### src/rtl/gpu_ib_pkg.sv
// Shared types for the per-warp instruction buffer: the decoded-entry layout
// carried on the Decode -> I-buffer -> Issue path, warp count and ALU opcodes.
package gpu_ib_pkg;

  localparam int NUM_WARPS = 8;

  localparam logic [3:0] ALU_ADD = 4'h0;
  localparam logic [3:0] ALU_SUB = 4'h1;
  localparam logic [3:0] ALU_AND = 4'h2;
  localparam logic [3:0] ALU_OR  = 4'h3;
  localparam logic [3:0] ALU_XOR = 4'h4;
  localparam logic [3:0] ALU_SLL = 4'h5;
  localparam logic [3:0] ALU_SRL = 4'h6;
  localparam logic [3:0] ALU_SLT = 4'h7;
  localparam logic [3:0] ALU_MUL = 4'h8;

  typedef struct packed {
    logic [31:0] Inst;
    logic [4:0]  Src1;
    logic [4:0]  Src2;
    logic [4:0]  Dst;
    logic [15:0] Imme;
    logic        RegWrite;
    logic        MemWrite;
    logic        MemRead;
    logic        Exit;
    logic [3:0]  ALUop;
    logic        Shared_Globalbar;
    logic        Src1_Valid;
    logic        Src2_Valid;
    logic        Imme_Valid;
    logic        BEQ;
    logic        BLT;
  } ib_entry_t;

  localparam int ENTRY_W = $bits(ib_entry_t);

endpackage

### src/rtl/ibuf_warp_fifo.sv
// In-order FIFO holding one warp's decoded instructions. The caller qualifies
// enq against the space rule; flush clears pointers and count immediately.
module ibuf_warp_fifo
  import gpu_ib_pkg::*;
#(
  parameter int DEPTH = 2
) (
  input  logic                     clk,
  input  logic                     rst,
  input  logic                     enq,
  input  ib_entry_t                enq_data,
  input  logic                     deq,
  input  logic                     flush,
  output ib_entry_t                head,
  output logic [$clog2(DEPTH):0]   count,
  output logic                     full,
  output logic                     empty
);

  localparam int PW = $clog2(DEPTH);
  localparam int CW = PW + 1;

  ib_entry_t         mem [DEPTH];
  logic [PW-1:0]     wr_ptr_q, wr_ptr_d;
  logic [PW-1:0]     rd_ptr_q, rd_ptr_d;
  logic [CW-1:0]     count_q,  count_d;
  logic              full_q,   full_d;
  logic              empty_q,  empty_d;
  logic              do_enq;
  logic              do_deq;

  assign do_enq = enq & ~flush;
  assign do_deq = deq & ~empty_q & ~flush;

  // NOTE: every always_comb output gets a default first so no path can infer a latch.
  always_comb begin
    wr_ptr_d = wr_ptr_q;
    rd_ptr_d = rd_ptr_q;
    count_d  = count_q;
    if (flush) begin
      wr_ptr_d = '0;
      rd_ptr_d = '0;
      count_d  = '0;
    end else begin
      if (do_enq) wr_ptr_d = wr_ptr_q + PW'(1);
      if (do_deq) rd_ptr_d = rd_ptr_q + PW'(1);
      count_d = count_q + CW'(do_enq) - CW'(do_deq);
    end
    full_d  = (count_d == CW'(DEPTH));
    empty_d = (count_d == '0);
  end

  // NOTE: sequential state uses non-blocking assignments so every flop samples pre-edge values.
  always_ff @(posedge clk) begin
    if (rst) begin
      wr_ptr_q <= '0;
      rd_ptr_q <= '0;
      count_q  <= '0;
      full_q   <= 1'b0;
      empty_q  <= 1'b1;
    end else begin
      wr_ptr_q <= wr_ptr_d;
      rd_ptr_q <= rd_ptr_d;
      count_q  <= count_d;
      full_q   <= full_d;
      empty_q  <= empty_d;
    end
  end

  // NOTE: payload storage has no reset; validity is tracked by count, so stale data is never issued.
  always_ff @(posedge clk) begin
    if (do_enq) mem[wr_ptr_q] <= enq_data;
  end

  assign head  = mem[rd_ptr_q];
  assign count = count_q;
  assign full  = full_q;
  assign empty = empty_q;

endmodule

### src/rtl/ibuffer_warp.sv
// Per-warp instruction buffer: arbitrates the two decode lanes into eight warp
// FIFOs, muxes the granted warp's head to issue and tracks dropped enqueues.
module ibuffer_warp
  import gpu_ib_pkg::*;
#(
  parameter int DEPTH = 2
) (
  input  logic                 clk,
  input  logic                 rst,

  input  logic [NUM_WARPS-1:0] Valid_2_ID0_IB,
  input  logic [31:0]          Inst_ID0_IB,
  input  logic [4:0]           Src1_ID0_IB,
  input  logic [4:0]           Src2_ID0_IB,
  input  logic [4:0]           Dst_ID0_IB,
  input  logic [15:0]          Imme_ID0_IB,
  input  logic                 RegWrite_ID0_IB,
  input  logic                 MemWrite_ID0_IB,
  input  logic                 MemRead_ID0_IB,
  input  logic                 Exit_ID0_IB,
  input  logic [3:0]           ALUop_ID0_IB,
  input  logic                 Shared_Globalbar_ID0_IB,
  input  logic                 Src1_Valid_ID0_IB,
  input  logic                 Src2_Valid_ID0_IB,
  input  logic                 Imme_Valid_ID0_IB,
  input  logic                 BEQ_ID0_IB,
  input  logic                 BLT_ID0_IB,

  input  logic [NUM_WARPS-1:0] Valid_2_ID1_IB,
  input  logic [31:0]          Inst_ID1_IB,
  input  logic [4:0]           Src1_ID1_IB,
  input  logic [4:0]           Src2_ID1_IB,
  input  logic [4:0]           Dst_ID1_IB,
  input  logic [15:0]          Imme_ID1_IB,
  input  logic                 RegWrite_ID1_IB,
  input  logic                 MemWrite_ID1_IB,
  input  logic                 MemRead_ID1_IB,
  input  logic                 Exit_ID1_IB,
  input  logic [3:0]           ALUop_ID1_IB,
  input  logic                 Shared_Globalbar_ID1_IB,
  input  logic                 Src1_Valid_ID1_IB,
  input  logic                 Src2_Valid_ID1_IB,
  input  logic                 Imme_Valid_ID1_IB,
  input  logic                 BEQ_ID1_IB,
  input  logic                 BLT_ID1_IB,

  input  logic [NUM_WARPS-1:0] Flush_SIMT_IB,
  input  logic [NUM_WARPS-1:0] Grant_ISS_IB,

  output logic [NUM_WARPS-1:0] Ready_IB_ISS,
  output logic                 Issue_Valid_IB_ISS,
  output logic [31:0]          Inst_IB_ISS,
  output logic [4:0]           Src1_IB_ISS,
  output logic [4:0]           Src2_IB_ISS,
  output logic [4:0]           Dst_IB_ISS,
  output logic [15:0]          Imme_IB_ISS,
  output logic                 RegWrite_IB_ISS,
  output logic                 MemWrite_IB_ISS,
  output logic                 MemRead_IB_ISS,
  output logic                 Exit_IB_ISS,
  output logic [3:0]           ALUop_IB_ISS,
  output logic                 Shared_Globalbar_IB_ISS,
  output logic                 Src1_Valid_IB_ISS,
  output logic                 Src2_Valid_IB_ISS,
  output logic                 Imme_Valid_IB_ISS,
  output logic                 BEQ_IB_ISS,
  output logic                 BLT_IB_ISS,

  output logic [NUM_WARPS-1:0] Full_IB_PC,
  output logic                 Overflow_IB
);

  localparam int CW = $clog2(DEPTH) + 1;

  ib_entry_t             lane0, lane1;
  ib_entry_t             warp_enq_data [NUM_WARPS];
  ib_entry_t             warp_head     [NUM_WARPS];
  logic [CW-1:0]         warp_count    [NUM_WARPS];
  logic [NUM_WARPS-1:0]  warp_enq;
  logic [NUM_WARPS-1:0]  warp_deq;
  logic [NUM_WARPS-1:0]  warp_full;
  logic [NUM_WARPS-1:0]  warp_empty;
  logic [NUM_WARPS-1:0]  ready;
  logic                  drop_any;
  logic                  overflow_q, overflow_d;
  ib_entry_t             head_sel;

  assign lane0 = '{Inst: Inst_ID0_IB, Src1: Src1_ID0_IB, Src2: Src2_ID0_IB,
                   Dst: Dst_ID0_IB, Imme: Imme_ID0_IB, RegWrite: RegWrite_ID0_IB,
                   MemWrite: MemWrite_ID0_IB, MemRead: MemRead_ID0_IB,
                   Exit: Exit_ID0_IB, ALUop: ALUop_ID0_IB,
                   Shared_Globalbar: Shared_Globalbar_ID0_IB,
                   Src1_Valid: Src1_Valid_ID0_IB, Src2_Valid: Src2_Valid_ID0_IB,
                   Imme_Valid: Imme_Valid_ID0_IB, BEQ: BEQ_ID0_IB, BLT: BLT_ID0_IB};

  assign lane1 = '{Inst: Inst_ID1_IB, Src1: Src1_ID1_IB, Src2: Src2_ID1_IB,
                   Dst: Dst_ID1_IB, Imme: Imme_ID1_IB, RegWrite: RegWrite_ID1_IB,
                   MemWrite: MemWrite_ID1_IB, MemRead: MemRead_ID1_IB,
                   Exit: Exit_ID1_IB, ALUop: ALUop_ID1_IB,
                   Shared_Globalbar: Shared_Globalbar_ID1_IB,
                   Src1_Valid: Src1_Valid_ID1_IB, Src2_Valid: Src2_Valid_ID1_IB,
                   Imme_Valid: Imme_Valid_ID1_IB, BEQ: BEQ_ID1_IB, BLT: BLT_ID1_IB};

  assign ready    = ~warp_empty;
  assign warp_deq = Grant_ISS_IB & ready;

  // Lane arbitration and space check; a flushed warp discards silently.
  always_comb begin
    drop_any = 1'b0;
    for (int w = 0; w < NUM_WARPS; w++) begin
      warp_enq[w]      = 1'b0;
      warp_enq_data[w] = lane0;
      if (!Flush_SIMT_IB[w] && (Valid_2_ID0_IB[w] || Valid_2_ID1_IB[w])) begin
        warp_enq_data[w] = Valid_2_ID0_IB[w] ? lane0 : lane1;
        if ((warp_count[w] < CW'(DEPTH)) ||
            ((warp_count[w] == CW'(DEPTH)) && warp_deq[w])) begin
          warp_enq[w] = 1'b1;
        end else begin
          drop_any = 1'b1;
        end
        if (Valid_2_ID0_IB[w] && Valid_2_ID1_IB[w]) drop_any = 1'b1;
      end
    end
    overflow_d = overflow_q | drop_any;
  end

  always_ff @(posedge clk) begin
    if (rst) overflow_q <= 1'b0;
    else     overflow_q <= overflow_d;
  end

  for (genvar g = 0; g < NUM_WARPS; g++) begin : g_warp
    ibuf_warp_fifo #(.DEPTH(DEPTH)) u_fifo (
      .clk      (clk),
      .rst      (rst),
      .enq      (warp_enq[g]),
      .enq_data (warp_enq_data[g]),
      .deq      (warp_deq[g]),
      .flush    (Flush_SIMT_IB[g]),
      .head     (warp_head[g]),
      .count    (warp_count[g]),
      .full     (warp_full[g]),
      .empty    (warp_empty[g])
    );
  end

  // AND-OR grant mux: an ungranted or empty warp contributes zero.
  always_comb begin
    head_sel = '0;
    for (int w = 0; w < NUM_WARPS; w++) begin
      if (warp_deq[w]) head_sel = ib_entry_t'(head_sel | warp_head[w]);
    end
  end

  assign Ready_IB_ISS            = ready;
  assign Full_IB_PC              = warp_full;
  assign Overflow_IB             = overflow_q;
  assign Issue_Valid_IB_ISS      = |warp_deq;

  assign Inst_IB_ISS             = head_sel.Inst;
  assign Src1_IB_ISS             = head_sel.Src1;
  assign Src2_IB_ISS             = head_sel.Src2;
  assign Dst_IB_ISS              = head_sel.Dst;
  assign Imme_IB_ISS             = head_sel.Imme;
  assign RegWrite_IB_ISS         = head_sel.RegWrite;
  assign MemWrite_IB_ISS         = head_sel.MemWrite;
  assign MemRead_IB_ISS          = head_sel.MemRead;
  assign Exit_IB_ISS             = head_sel.Exit;
  assign ALUop_IB_ISS            = head_sel.ALUop;
  assign Shared_Globalbar_IB_ISS = head_sel.Shared_Globalbar;
  assign Src1_Valid_IB_ISS       = head_sel.Src1_Valid;
  assign Src2_Valid_IB_ISS       = head_sel.Src2_Valid;
  assign Imme_Valid_IB_ISS       = head_sel.Imme_Valid;
  assign BEQ_IB_ISS              = head_sel.BEQ;
  assign BLT_IB_ISS              = head_sel.BLT;

endmodule

### config.mk
export PLATFORM = sky130hd
export DESIGN_NAME = ibuffer_warp
export DESIGN_NICKNAME = d
export VERILOG_FILES = /design/src/rtl/gpu_ib_pkg.sv /design/src/rtl/ibuf_warp_fifo.sv /design/src/rtl/ibuffer_warp.sv
export SDC_FILE = /design/constraint.sdc
export NUM_CORES = 2
export LEC_CHECK = 0
export CORE_AREA = 2 2 348 316
export CTS_CLUSTER_SIZE = 40
export DETAILED_ROUTE_END_ITERATION = 6
export DIE_AREA = 0 0 350 318
export MAX_ROUTING_LAYER = met4
export PLACE_DENSITY = 0.76
export SETUP_SLACK_MARGIN = 0.15
export SLEW_MARGIN = 10
export SYNTH_ARGS = -nofsm -noshare
export SYNTH_HDL_FRONTEND = slang
export SYNTH_HIERARCHICAL = 1
export SYNTH_SLANG_ARGS = --single-unit
### constraint.sdc
create_clock -name clk -period 6 [get_ports clk]
set_clock_uncertainty 0.2 [all_clocks]
set_input_delay 1.2 -clock clk [delete_from_list [all_inputs] [get_ports clk]]
set_output_delay 1.2 -clock clk [all_outputs]
set_load 0.01 [all_outputs]
==> results.txt <==
placed cell area - 63600 sq um
most common cell after layout, fill and taps aside - edfxtp_1
Switching Share - 0.220
nets - 3878
Worst-path clk slew - 0.06 ns
die width - 350 um
sw power - 4.35 mW
Port Buffers - 282
most frequent cells in the layout - 1232 x edfxtp_1, 902 x mux2_2, 308 x a22oi_1, 281 x clkdlybuf4s50_1, 240 x mux2_4
Core ar. - 108000 sq um
cell family with most CP delay - flip-flops
Power Density - 291 nW/um^2
share of cells above drive strength 1 - 0.387
die area - 111000 sq um
DP Wirelength - 93200 um
cell types occupying the most area after synthesis - edfxtp_1 63%, mux2_2 17%, mux2_4 6.1%, a22oi_1 3.9%, dfxtp_1 1.9%
share of the synthesized area in the top cell type - 0.629
# H-tree levels - 4
max-capacitance violation count - 0
setup TNS - 0 ns
Synth area leader - edfxtp_1
gr usage total - 0.308
R2R cell count - 7
Hold Crit Class - reg -> reg
WL per Instance - 32.0 um
Antenna Nets Post-Route - 0
# Post-CTS Setup Buffers - 0
FF-to-FF setup slack - 2.26 ns
crit path cell chain - buf_4 -> mux2_2 -> a22oi_1 -> nand4_1 -> clkdlybuf4s50_1
worst stage delay on the critical path - 1.03 ns
Clock Latency Late Sink - 0.76 ns
initial antenna violation count - 8
Slowest-stage cell, CP - dfxtp_4
total chip power - 19.8 mW
hold_buf cts - 0
reg-to-reg endpoint - g_warp[4].u_fifo/mem[1][53]
DRC violations left - 0
register bit total from synthesis - 1289
cell area after layout - 67800 sq um
VDD IR-drop max - 0.256 mV
setup repair after global routing missed its margin - false
Slew @ Worst Pin - 1.20 ns
CTS Sinks - 1289
CTS root buf - clkbuf_16
Slew headroom - 0.195
routed vias/inst - 6.53
Starting Density - 0.545
Die Ht - 318 um
crit path max fanout - 37
Flop pwr share - 0.519
post-synthesis net count - 3575
Buffers & Inverters on Critical Path - 2
final RePlAce weighted congestion - 0.818
final setup margin - 0.780 ns
Slew Limit Fails - 0
CP arrival - 3.82 ns
worst flop-to-flop path startpoint - g_warp[4].u_fifo/empty
run status - finished, final reports clean
Finish-stage setup viols - 0
vias in the first global route - 34700
combinational share of power - 0.081
Bufs on Longest Clock Path - 3
Crit. path cell count - 5
Ys Warns - 6
first-pass GRT wire length - 239000 um
DRT iter0 DRCs - 4592
data required time of the worst path - 4.60 ns
Seq/Total Area, Yosys - 0.648
internal power - 15.4 mW
CTS buffer count - 134
WS Path Type - reg -> out
Total Routed Length - 168000 um
f_max - 192 MHz
Pleak - 22.1 nW
crit path time final - 5.22 ns
pre-CTS setup slack - 1.00 ns
largest net degree at the start of global routing - 82
FILL cells - 7621
crit start category - flop
Resize count post-CTS - 0
Distinct cells, synth - 40
Post-synth EDFFs - 1232
period utilisation layout - 0.870
Primary FF master, synth - edfxtp_1
Overflow after GRT - 0
syn avg cell area - 17.5 sq um
num ports - 283
Netlist Area Pre-Place - 58900 sq um
area delta synth->final - 15.2%
final hold vios - 0
CTS tree - built
Async S/R FF share, synth - 0
vias after detailed routing - 34300
Clk pwr share - 0.401
DRT Pass-1 Iters - 6
critical path endpoint - Imme_IB_ISS[5]
Setup crit end kind - primary output
Post-Syn Instances - 3371
# rows - 115
## routing by layer
metal	wire length [um]	GRT usage	up-vias
met2	76200	0.458	2195
met4	3640	0.0794	0
li1	-	-	14200
met3	19700	0.0729	269
met5	0	-	-
met1	68400	0.427	17700
## tightest hold or removal path: stages, from the launching register on
cell	delay [ns]
dfxtp_1	0.32
xnor2_1	0.14
nor3_1	0.05
## through the flow
step | hold slack, ns | std cells | util
after global placement | 0.320 | 5000 | 0.589
after global routing | 0.368 | 5251 | 0.627
final | 0.344 | 5252 | 0.627
after CTS | 0.343 | 5243 | 0.627
after floorplan | 0.318 | 3371 | -
after detailed placement | 0.330 | 5000 | 0.589
## worst min path at each step
| stage | cells after the start | endpoint | slack, ns | startpoint |
|---|---|---|---|---|
| 2_1_floorplan | 2 | flop | 0.32 | g_warp[0].u_fifo/rd_ptr_q |
| 3_3_place_gp | 2 | flop | 0.32 | g_warp[0].u_fifo/rd_ptr_q |
| 3_5_place_dp | 2 | flop | 0.33 | g_warp[4].u_fifo/rd_ptr_q |
| 4_1_cts | 2 | flop | 0.34 | g_warp[1].u_fifo/rd_ptr_q |
| 5_1_grt | 2 | flop | 0.37 | g_warp[2].u_fifo/rd_ptr_q |
| 6_report | 2 | flop | 0.34 | g_warp[5].u_fifo/rd_ptr_q |
## cell usage after synthesis, drive strengths merged, types with 3 or more instances
cell    count
nor2       30
edfxtp   1232
a21boi      4
nor3       42
xor2        8
xnor2      24
inv        34
clkbuf     56
nand3b      4
ha         16
o21ai       3
nor4       12
nor2b      24
a22oi     308
a211oi      4
nand2b     16
nor3b       8
nand4      78
dfxtp      57
buf       159
a211o       8
mux2     1232
## power by group through the flow
stage | clock, mW | combinational [mW] | sequential, mW
3_3_place_gp | 0 | 1.51 | 10.4
2_1_floorplan | 0 | 0.827 | 10.4
3_5_place_dp | 0 | 1.55 | 10.4
5_1_grt | 8.32 | 1.65 | 10.3
4_1_cts | 8.00 | 1.56 | 10.2
6_report | 7.91 | 1.59 | 10.2
## cells by family (layout without fill, tap and decap cells)
logic type                 count (synthesis)  after routing  synth area share
muxes                                   1232           1232             0.251
adders and majority gates                 16             16           0.00340
DFF                                     1289           1289             0.648
and+or+nand+nor                          221            221            0.0223
xor gates and xnor gates                  32             32           0.00476
AOI/OAI and AO/OA                        332            332            0.0426
buffers and inverters                    249            659            0.0279
other                                      0              9                 0
## sequential cells by signal, indices dropped and copies added, names as in the netlist, named ones only
name and count:
g_warp.u_fifo/mem 1232, g_warp.u_fifo/count 16, g_warp.u_fifo/empty 8, g_warp.u_fifo/full 8, g_warp.u_fifo/rd_ptr_q 8, g_warp.u_fifo/wr_ptr_q 8, Overflow_IB 1
## area by class of cell
cell class,instances,area [sq um],area share
Antenna cell,9,22.5,0.000332
Clock inverter,69,539,0.00795
Clock buffer,174,3610,0.0532
Tap cell,1462,1830,0.0270
Multi-Input combinational cell,1833,19300,0.285
Inverter,34,130,0.00192
Sequential cell,1289,38200,0.563
Timing Repair Buffer,382,4220,0.0622
Note: power is estimated with default switching activity, not from simulation.
